==> config.mk <==
export PLATFORM = sky130hd
export DESIGN_NAME = spi_slave_mem
export DESIGN_NICKNAME = d
export VERILOG_FILES = /design/src/rtl/spi_slave_mem.sv
export SDC_FILE = /design/constraint.sdc
export NUM_CORES = 1
export LEC_CHECK = 0
export CORE_ASPECT_RATIO = 0.8
export CORE_UTILIZATION = 57
export DETAILED_ROUTE_END_ITERATION = 6
export PLACE_DENSITY = 0.75
export RECOVER_POWER = 50
export SKIP_CTS_REPAIR_TIMING = 1
export SLEW_MARGIN = 5
export SYNTH_ARGS = -nofsm -noshare
export SYNTH_HDL_FRONTEND = slang
export SYNTH_SLANG_ARGS = --single-unit
==> constraint.sdc <==
create_clock -name clk -period 2.5 [get_ports clk]
set_clock_uncertainty 0.2 [all_clocks]
set_input_delay 0.375 -clock clk [delete_from_list [all_inputs] [get_ports clk]]
set_output_delay 0.375 -clock clk [all_outputs]
set_load 0.005 [all_outputs]
==> src/rtl/spi_slave_mem.sv <==
// SPI-style slave fronting a 32x8 register file: one bit per clk, LSB first,
// 7-bit header {A[4:0], INC, RW}, then data bytes; host side has a registered read port.
module spi_slave_mem #(
  parameter logic [7:0] MEM_INIT = 8'h00
) (
  input  logic       clk,
  input  logic       rst,
  input  logic       CS,
  input  logic       MOSI,
  output logic       MISO,
  input  logic [4:0] host_rd_addr,
  output logic [7:0] host_rd_data,
  output logic       wr_done,
  output logic       frame_err
);

  typedef enum logic [1:0] {StIdle, StHdr, StByte, StWaitCs} state_e;

  state_e     r_state, w_state_d;
  logic [7:0] r_mem [32];
  logic [5:0] r_hdr;
  logic [2:0] r_bit_cnt;
  logic [4:0] r_addr;
  logic [7:0] r_sh;
  logic       r_miso, r_wr_done, r_frame_err;
  logic [7:0] r_host;

  logic       w_rw, w_inc;
  logic       w_commit, w_abort, w_adv, w_load, w_shift;
  logic [4:0] w_new_addr;
  logic [7:0] w_wdata, w_rdata;

  // Header bits shift in from the top, so by cycle 6 r_hdr[k] holds header bit k.
  assign w_rw    = r_hdr[0];
  assign w_inc   = r_hdr[1];
  assign w_wdata = {MOSI, r_sh[7:1]};
  assign w_rdata = r_mem[w_new_addr];
  assign w_load  = w_adv & ~w_rw;

  always_comb begin
    w_state_d  = r_state;
    w_commit   = 1'b0;
    w_abort    = 1'b0;
    w_adv      = 1'b0;
    w_shift    = 1'b0;
    w_new_addr = r_addr + 5'd1;
    case (r_state)
      StIdle: begin
        if (!CS) w_state_d = StHdr;
      end
      StHdr: begin
        if (CS) begin
          w_state_d = StIdle;
          w_abort   = 1'b1;
        end else if (r_bit_cnt == 3'd6) begin
          w_state_d  = StByte;
          w_adv      = 1'b1;
          w_new_addr = {MOSI, r_hdr[5:2]};
        end
      end
      StByte: begin
        if (r_bit_cnt == 3'd7) begin
          // CS rising on the last bit still completes the byte.
          w_commit = w_rw;
          if (CS)         w_state_d = StIdle;
          else if (w_inc) w_adv     = 1'b1;
          else            w_state_d = StWaitCs;
        end else if (CS) begin
          w_state_d = StIdle;
          w_abort   = 1'b1;
        end else begin
          w_shift = 1'b1;
        end
      end
      StWaitCs: begin
        if (CS) w_state_d = StIdle;
      end
      default: w_state_d = StIdle;
    endcase
  end

  always_ff @(posedge clk) begin
    if (rst) begin
      r_state     <= StIdle;
      r_hdr       <= '0;
      r_bit_cnt   <= '0;
      r_addr      <= '0;
      r_sh        <= '0;
      r_miso      <= 1'b0;
      r_wr_done   <= 1'b0;
      r_frame_err <= 1'b0;
      r_host      <= '0;
      for (int i = 0; i < 32; i++) r_mem[i] <= MEM_INIT;
    end else begin
      r_state     <= w_state_d;
      r_wr_done   <= w_commit;
      r_frame_err <= w_abort;
      r_miso      <= 1'b0;

      if (r_state == StIdle) r_hdr <= {MOSI, 5'b0};
      else if (r_state == StHdr && r_bit_cnt != 3'd6) r_hdr <= {MOSI, r_hdr[5:1]};

      if (w_state_d == StHdr || w_state_d == StByte)
        r_bit_cnt <= (r_state == StHdr && r_bit_cnt == 3'd6) ? 3'd0 : r_bit_cnt + 3'd1;
      else
        r_bit_cnt <= 3'd0;

      if (w_adv) r_addr <= w_new_addr;

      // One shift register serves both directions: read data out, write data in.
      if (w_load) begin
        r_sh   <= {1'b0, w_rdata[7:1]};
        r_miso <= w_rdata[0];
      end else if (w_shift) begin
        r_sh   <= {w_rw & MOSI, r_sh[7:1]};
        r_miso <= ~w_rw & r_sh[0];
      end

      if (w_commit) r_mem[r_addr] <= w_wdata;
      r_host <= (w_commit && r_addr == host_rd_addr) ? w_wdata : r_mem[host_rd_addr];
    end
  end

  assign MISO         = r_miso;
  assign wr_done      = r_wr_done;
  assign frame_err    = r_frame_err;
  assign host_rd_data = r_host;

endmodule

### After elaboration in Yosys (flattened, before gate mapping)

Memory sizes are Yosys's and may differ from the RTL's. A register that Yosys moved wholly into a read port is not among the register bits.
Index checks and enable logic that the tools add are counted.

* register bits: 27
* memory bits (writable): 256
* input bits: 9
* logic and storage cells: 75
* memories kept: 1

* add/sub/neg operators: 2
* equal/unequal tests: 8
* multiplexer cells: 39
* bitwise gates (word level): 5
* reductions and logical operators: 10

Memories
* r_mem: depth 32, bits a word 8, read ports 2, clocked after Yosys merged registers in 1, write ports 32, RTL line 20 `logic [7:0] r_mem [32];`

Operators with widths (count)
* $mux W1: 20
* $mux W5: 4
* $mux W2: 7
* $mux W7: 2
* $mux W6: 2
* $mux W8: 1
* $pmux W2 S4: 1
* $reduce_or A8 Y1: 1
* $eq A2 B2 Y1 const B: 3
* $eq A3 B3 Y1 const B: 2
* $add A5 B1 Y5 const B: 1
* $eq A2 B1 Y1 const B: 2
* $pmux W1 S2: 2
* $reduce_bool A2 Y1: 2
* $reduce_or A2 Y1: 2
* $add A3 B1 Y3 const B: 1
* $and A1 B1 Y1: 3
* $ne A3 B3 Y1 const B: 1
* $reduce_or A3 Y1: 1
* $logic_and A1 B1 Y1: 2
* $logic_not A2 Y1: 1
* $not A1 Y1: 2
* $logic_or A1 B1 Y1: 1

### Longest topological paths before layout

Gate-level depths: netlist of run 1.

* depth in word-level cells: 8
* gate-level depth with buffers: 11
* gate-level depth less buffers: 8

### Least setup slack after synthesis of run 1

No wires, ideal clock.

* path type: register to register
* start point: register r_state[1]
* end point: register r_miso, in the netlist MISO
* library setup time: 0.140 ns
* arrival time: 2.404 ns
* required time: 2.160 ns
* slack: -0.244 ns
* cell stages (with the launch flop): 9
* clock period less this slack: 2.744 ns
* cells stage by stage: dfxtp_1 > inv_1 > ha_1 > nand4b_4 > mux2i_4 > mux4_1 > or3_1 > o311ai_1 > o32ai_2

* cells in the longest elaborated chain, start to end: 4
* elaborated cells on any way between the ends: 9
* those cells by class: eq/ne: 2; mux: 5; bitwise: 1; memory: 1

Ends and longest elaborated chain
* from (decl): RTL line 19 `state_e r_state, w_state_d;`
* from (signal assigned): RTL line 84 `r_state <= StIdle;`
* from (signal assigned): RTL line 95 `r_state <= w_state_d;`
* $eq A2 B1 Y1 / $eq A2 B2 Y1 (equally long branches): RTL line 47 `case (r_state)`
* $mux W5, or another cell as far along: RTL line 47
* $mem_v2 Z32 W8, or another cell as far along
* $mux W1 (*): RTL line 111 `if (w_load) begin`
* to (signal assigned): RTL line 113 `r_miso <= w_rdata[0];`
* to (signal assigned): RTL line 116 `r_miso <= ~w_rw & r_sh[0];`
* to (decl): RTL line 25 `logic r_miso, r_wr_done, r_frame_err;`

Mark *: on every way between the ends. The rest lies on a longest branch, timed or not.
A chain may end at the register's enable or synchronous reset.

### Final worst setup path of run 1

* start point: register r_state[1]
* end point: register r_sh[1]

* cells in the longest elaborated chain, start to end: 4
* elaborated cells on any way between the ends: 9
* those cells by class: eq/ne: 2; mux: 4; bitwise: 1; reduce/logical: 1; memory: 1

Ends and longest elaborated chain
* $eq A2 B1 Y1 / $eq A2 B2 Y1 (equally long branches): RTL line 47
* $mux W5 / $pmux W1 S2 (equally long branches): RTL line 47
* $mem_v2 Z32 W8 / $and A1 B1 Y1 (equally long branches)
* $mux W7 / $reduce_bool A2 Y1 (equally long branches)
* to (signal assigned): RTL line 112 `r_sh <= {1'b0, w_rdata[7:1]};`
* to (signal assigned): RTL line 115 `r_sh <= {w_rw & MOSI, r_sh[7:1]};`
* to (decl): RTL line 24 `logic [7:0] r_sh;`

Parallel ways exist; a longest one is shown, timed or not.

==> flow_metrics.env, run 1 <==
export IMPL_finalHoldViolations=0
export IMPL_netlist_top_cell_by_area="edfxtp_1"
export IMPL_total_power_uw=10900
export IMPL_die_height_um=151
export IMPL_finalWorstSetupSlack_ns=-0.218
export IMPL_worstHoldPathType="in -> reg"
export IMPL_pwr_density_nw_per_um2=582
export IMPL_register_area_um2=8390
export IMPL_routedLengthMet1_mm=18.2
export IMPL_cts_root_buffer="clkbuf_16"
export IMPL_cts_buffers=30
export IMPL_synthesis_nets=1159
export IMPL_groute_usage_overall_pct=31.9
export IMPL_routed_via_count=10700
export IMPL_timing_critical_path_mode_cell="buf_12"
export IMPL_cp_depth=11
export IMPL_slew_headroom_pct=41.4
export IMPL_cp_max_fo=11
export IMPL_fp_dieArea_um2=28600
export IMPL_area_growth_syn_to_layout_pct=18.0
export IMPL_drt_pass1_iter_count=5
export IMPL_grt_max_degree=42
export IMPL_routabilityCongestion=0.964
export IMPL_yosys_top_cells_count="256 x edfxtp_1, 224 x and2_1, 139 x mux2i_1"
export IMPL_yosysMostFrequentCell="edfxtp_1"
export IMPL_drt_wl_total_mm=44.7
export IMPL_drc=0
export IMPL_placed_cells=1575
export IMPL_rsz0062_at_grt="true"
export IMPL_floorplan_io_pins=20
export IMPL_worst_slew_pin_transition_ns=0.878
export IMPL_cts_htree_levels=1
export IMPL_met3WireLength_mm=5.06
export IMPL_wire_per_inst_um=27.3
export IMPL_stdcell_count=1641
export IMPL_path_buf_inv=4
export IMPL_totalNegativeSetupSlack_ns=-21.51
export IMPL_number_of_buffer_cells_added_on_primary_ports=19
export IMPL_cp_start_kind="flip-flop"
export IMPL_max_clock_path_buffers=3
export IMPL_netlist_area_um2=15900
export IMPL_grt_antenna_before_repair=1
export IMPL_die_x_um=189
export IMPL_synth_edff_count=256
export IMPL_path_cells="inv_2 -> ha_4 -> nand4b_4 -> mux2i_4 -> buf_12 -> buf_4 -> buf_12 -> mux2i_1 -> mux4_2 -> a22oi_1 -> and3_1"
export IMPL_yosys_warnings=0
export IMPL_multiInputGateArea_um2=7290
export IMPL_maxSlewViolCount=0
export IMPL_crit_slowest_cell="mux4_2"
export IMPL_grt_pass1_vias=10400
export IMPL_synth_lib_cells_used_distinct=54
export IMPL_tritoncts="built"
export IMPL_static_leakage_power_uw=0.00660
export IMPL_globalRouteOverflowTotal=0
export IMPL_r2r_cells=11
export IMPL_wl_met2_mm=20.0
export IMPL_std_cell_rows=54
export IMPL_cts_reportedPaths_clkPinSlew_ns=0.07
export IMPL_final_layout_size_suffix_gt1_share_pct=30.1
export IMPL_synth_area_leaders="edfxtp_1 48%, mux4_2 15%, and2_1 8.8%"
export IMPL_synth_area_per_cell_um2=14.0
export IMPL_worst_vdd_rail_ir_drop_mv=0.598
export IMPL_yosys_most_used_dff="edfxtp_1"
export IMPL_synth_async_reset_ratio_pct=0
export IMPL_hold_path_depth=3
export IMPL_cts_sinks=291
export IMPL_clkLatencyLatePin_ns=0.58
export IMPL_min_period_ns=2.72
export IMPL_max_cap_viol_count=0
export IMPL_initial_core_util_pct=58.2
export IMPL_crit_required_ns=2.82
export IMPL_synth_yosys_seq_area_share_pct=52.7
export IMPL_yosysTopAreaCellShare_pct=48.3
export IMPL_cp_slowest_stage_delay_ns=0.57
export IMPL_top_layer="met4"
export IMPL_dp_hpwl_mm=31.8
export IMPL_placeable_core_region_um2=27400
export IMPL_clock_fmax_mhz=368
export IMPL_path_delay_family="multiplexers"
export IMPL_setup_worst_path_class="reg -> reg"
export IMPL_grt_first_pass_wirelength_mm=65.8
export IMPL_arrival_ns=3.04
export IMPL_violated_checks="setup timing"
export IMPL_end_kind="flip-flop"
export IMPL_drt_iter0_markers=1167
export IMPL_post_synthesis_register_bit_count=291
export IMPL_status="finished, violations left"
export IMPL_mean_number_of_vias_per_cell=6.52
export IMPL_drtAntennaViolNets=0
export IMPL_filler_cell_count=1924
export IMPL_synthCells=1139
export IMPL_min_period_over_period_pct=109
export IMPL_num_nets_final=1276
export IMPL_finalSetupViolCount=305
[path summary, 6_finish.rpt]
check | to | startpoint | slack [ns]
worst max register to register | r_sh[1] | r_state[1] | -0.22
worst max-delay path | r_sh[1] | r_state[1] | -0.22
worst min register to register | r_hdr[5] | r_hdr[5] | 0.35
worst min-delay path | r_state[0] | rst | 0.07
[registers in the layout (all words and copies together) (netlist names)]
name / count
frame_err: 1
r_state: 2
r_sh: 8
r_addr: 5
host_rd_data: 8
r_mem: 256
wr_done: 1
r_hdr: 6
r_bit_cnt: 3
MISO: 1
[where the power goes]
part / internal, uW / leakage [uW] / switching, uW
logic: 467 / 0.00344 / 487
registers: 5510 / 0.00272 / 143
clock network: 2380 / 0.000442 / 1950
total: 8350 / 0.00660 / 2580
[cell families after synthesis]
kind of cell	count (synthesis)	synth area share [%]
AOI/OAI and AO/OA	52	2.44
xor gates and xnor gates	9	0.495
adders and majority gates	11	0.864
buffers and inverters	100	3.05
DFF	291	52.7
muxes	255	25.3
and+or+nand+nor	421	15.2
[final cells by class]
type | instances | area share, %
Antenna cell | 1 | 0.0133
Sequential cell | 291 | 44.7
Clock inverter | 16 | 0.739
Clock buffer | 36 | 4.23
Tap cell | 364 | 2.42
Timing Repair Buffer | 173 | 8.90
Inverter | 12 | 0.240
Multi-Input combinational cell | 748 | 38.8
[stage by stage]
stage	setup WS [ns]	hold slack, ns	util, %	cell area, um2
2_1_floorplan	-0.0485	0.206	-	16000
3_3_place_gp	-0.751	0.291	64.4	17600
3_5_place_dp	-0.765	0.311	64.4	17600
4_1_cts	-0.381	0.0411	67.8	18600
5_1_grt	-0.290	0.0940	68.7	18800
6_report	-0.218	0.0735	68.7	18800
[metal layers]
| metal | global-route usage, % | vias up |
|---|---|---|
| li1 | - | 4558 |
| met1 | 45.6 | 5389 |
| met2 | 48.9 | 658 |
| met3 | 8.22 | 97 |
| met4 | 8.71 | 0 |
| met5 | 0 | - |
[worst register-to-register path, delay by kind of cell, from the launching register on]
kind            cells  cell delay [ns]
compound gates      1             0.21
fa+ha+maj           1             0.15
buf+inv             4             0.53
flops               1             0.32
mux                 3             0.97
simple gates        2             0.30
[layout by cell type (no fill, tap or decap), types with 8 or more instances in the layout]
master	instances
dfxtp_1	32
mux2i_1	136
nand3_1	10
nor3_1	43
buf_4	104
and2_0	19
or2_2	12
mux4_2	111
and3_1	8
clkbuf_2	13
or2_4	21
ha_1	8
clkbuf_1	10
edfxtp_1	256
clkbuf_16	31
a21oi_1	13
nand2_1	19
inv_1	9
and2_1	205
dlygate4sd3_1	11
buf_12	30
nor2_1	58
(Power assumes the default switching activity.)
==> run 2, diff against run 1 <==
--- a/config.mk
+++ b/config.mk
@@ -6,9 +6,9 @@
 export NUM_CORES = 1
 export LEC_CHECK = 0
 export CORE_ASPECT_RATIO = 0.8
-export CORE_UTILIZATION = 57
+export CORE_UTILIZATION = 60
 export DETAILED_ROUTE_END_ITERATION = 6
-export PLACE_DENSITY = 0.75
+export PLACE_DENSITY = 0.76
 export RECOVER_POWER = 50
 export SKIP_CTS_REPAIR_TIMING = 1
 export SLEW_MARGIN = 5
==> constraint.sdc (replaced) <==
create_clock -name clk -period 2.8 [get_ports clk]
set_clock_uncertainty 0.2 [all_clocks]
set_input_delay 0.42 -clock clk [delete_from_list [all_inputs] [get_ports clk]]
set_output_delay 0.42 -clock clk [all_outputs]
set_load 0.05 [all_outputs]
==> run 2 against run 1 <==
The run still ends with setup timing left; clock-buffer cell count is 1 lower; combinational power shrank 11%; worst setup slack better by 0.17 ns; via count is 2.3% lower; die area down 4.9%; utilization up 2.5 points; critical endpoint unchanged; highest routed layer unchanged.
==> flow_metrics.env, run 2 (synthesized netlist as in run 1, its figures left out) <==
export IMPL_status="finished, violations left"
export IMPL_violated_checks="setup timing"
export IMPL_std_cell_rows=52
export IMPL_drt_iter0_markers=1375
export IMPL_largest_reg_flops=256
export IMPL_placeable_core_region_um2=25700
export IMPL_final_layout_size_suffix_gt1_share_pct=27.8
export IMPL_worst_slew_pin_transition_ns=0.770
export IMPL_drc=0
export IMPL_max_cap_viol_count=0
export IMPL_pwr_density_nw_per_um2=531
export IMPL_cts_buffers=29
export IMPL_finalWorstSetupSlack_ns=-0.0436
export IMPL_total_power_uw=9710
export IMPL_die_height_um=148
export IMPL_min_hold_slack_ns=0.117
export IMPL_worstHoldPathType="in -> reg"
export IMPL_cp_start_kind="flip-flop"
export IMPL_path_cells="inv_1 -> ha_2 -> nand4b_4 -> buf_12 -> mux2i_4 -> buf_12 -> buf_4 -> clkbuf_16 -> mux2i_1 -> mux4_2 -> a22oi_1 -> and3_1"
export IMPL_final_cell_mix="256 x edfxtp_1, 224 x and2_1, 136 x mux2i_1, 109 x mux4_2, 84 x buf_4"
export IMPL_floorplan_io_pins=20
export IMPL_final_common_cell="edfxtp_1"
export IMPL_grt_pass1_vias=9920
export IMPL_setup_worst_path_class="reg -> reg"
export IMPL_min_period_ns=2.84
export IMPL_arrival_ns=3.15
export IMPL_drtAntennaViolNets=0
export IMPL_biggest_register="r_mem"
export IMPL_grt_max_degree=65
export IMPL_num_nets_final=1231
export IMPL_groute_usage_overall_pct=33.3
export IMPL_fp_dieArea_um2=27200
export IMPL_max_clock_path_buffers=3
export IMPL_final_core_density_pct=71.1
export IMPL_min_period_over_period_pct=102
export IMPL_initial_core_util_pct=62.0
export IMPL_drt_pass1_iter_count=5
export IMPL_rsz0062_at_grt="true"
export IMPL_cp_slowest_stage_delay_ns=0.52
export IMPL_number_of_buffer_cells_added_on_primary_ports=19
export IMPL_grt_antenna_before_repair=0
export IMPL_die_x_um=184
export IMPL_cp_max_fo=7
export IMPL_globalRouteOverflowTotal=0
export IMPL_cts_reportedPaths_clkPinSlew_ns=0.06
export IMPL_maxSlewViolCount=0
export IMPL_dp_hpwl_mm=31.8
export IMPL_mean_number_of_vias_per_cell=6.61
export IMPL_crit_required_ns=3.11
export IMPL_cts_sinks=291
export IMPL_clkLatencyLatePin_ns=0.56
export IMPL_timing_critical_path_mode_cell="buf_12"
export IMPL_finalSetupViolCount=2
export IMPL_end_kind="flip-flop"
export IMPL_detailedPlace_worstSlack_ns=-0.442
export IMPL_final_cell_area_um2=18300
export IMPL_tritoncts="built"
export IMPL_cts_root_buffer="clkbuf_16"
export IMPL_worst_vdd_rail_ir_drop_mv=0.551
export IMPL_antenna_diode_count=0
export IMPL_routed_via_count=10500
export IMPL_drt_wl_total_mm=44.0
export IMPL_crit_slowest_cell="mux4_2"
export IMPL_clock_fmax_mhz=352
export IMPL_wire_per_inst_um=27.8
export IMPL_finalHoldViolations=0
export IMPL_postPlaceCellArea_um2=17100
export IMPL_routabilityCongestion=0.996
export IMPL_area_growth_syn_to_layout_pct=14.8
export IMPL_grt_first_pass_wirelength_mm=64.6
export IMPL_cts_htree_levels=1
export IMPL_static_leakage_power_uw=0.00636
export IMPL_slew_headroom_pct=48.7
==> run 2: final timing paths <==
path                              startpoint            to  slack (ns)  depth (start not counted)
worst max-delay path            r_bit_cnt[0]       r_sh[1]       -0.04                         12
worst min-delay path                     rst       wr_done        0.12                          2
worst max register to register  r_bit_cnt[0]       r_sh[1]       -0.04                         12
worst min register to register  r_bit_cnt[0]  r_bit_cnt[0]        0.29                          2
==> run 2: metal layers <==
| layer | vias up | GRT usage (%) | wire length, um |
|---|---|---|---|
| met5 | - | 0 | 0 |
| met4 | 0 | 9.13 | 1270 |
| met3 | 91 | 12.9 | 6670 |
| met2 | 674 | 46.4 | 18400 |
| met1 | 5247 | 48.7 | 17700 |
| li1 | 4448 | - | - |
==> run 2: worst max-delay path, delay by kind of cell, from the launching register on <==
| family | cells | cell delay [ns] |
|---|---|---|
| simple gates | 2 | 0.31 |
| fa+ha+maj | 1 | 0.20 |
| flops | 1 | 0.32 |
| buf+inv | 5 | 0.71 |
| mux | 3 | 0.84 |
| compound gates | 1 | 0.21 |
==> run 2: through the flow <==
step | std cells | setup TNS (ns)
3_5_place_dp | 1521 | -3.27
3_3_place_gp | 1521 | -3.81
2_1_floorplan | 1139 | 0
5_1_grt | 1583 | -3.84
4_1_cts | 1573 | -1.40
6_report | 1583 | -0.0866
==> run 2: report_power, final <==
group	internal [uW]	switching, uW
clock network	2120	1680
registers	4920	145
logic	390	455
total	7430	2280
==> run 2: final cells by class <==
cell class,instances,area (um2)
clock inverter,17,135
fill,1743,7420
clock buffer,35,768
timing repair buffer,129,1320
inverter,12,45.0
sequential,291,8390
multi-input combinational,748,7180
tap,351,439
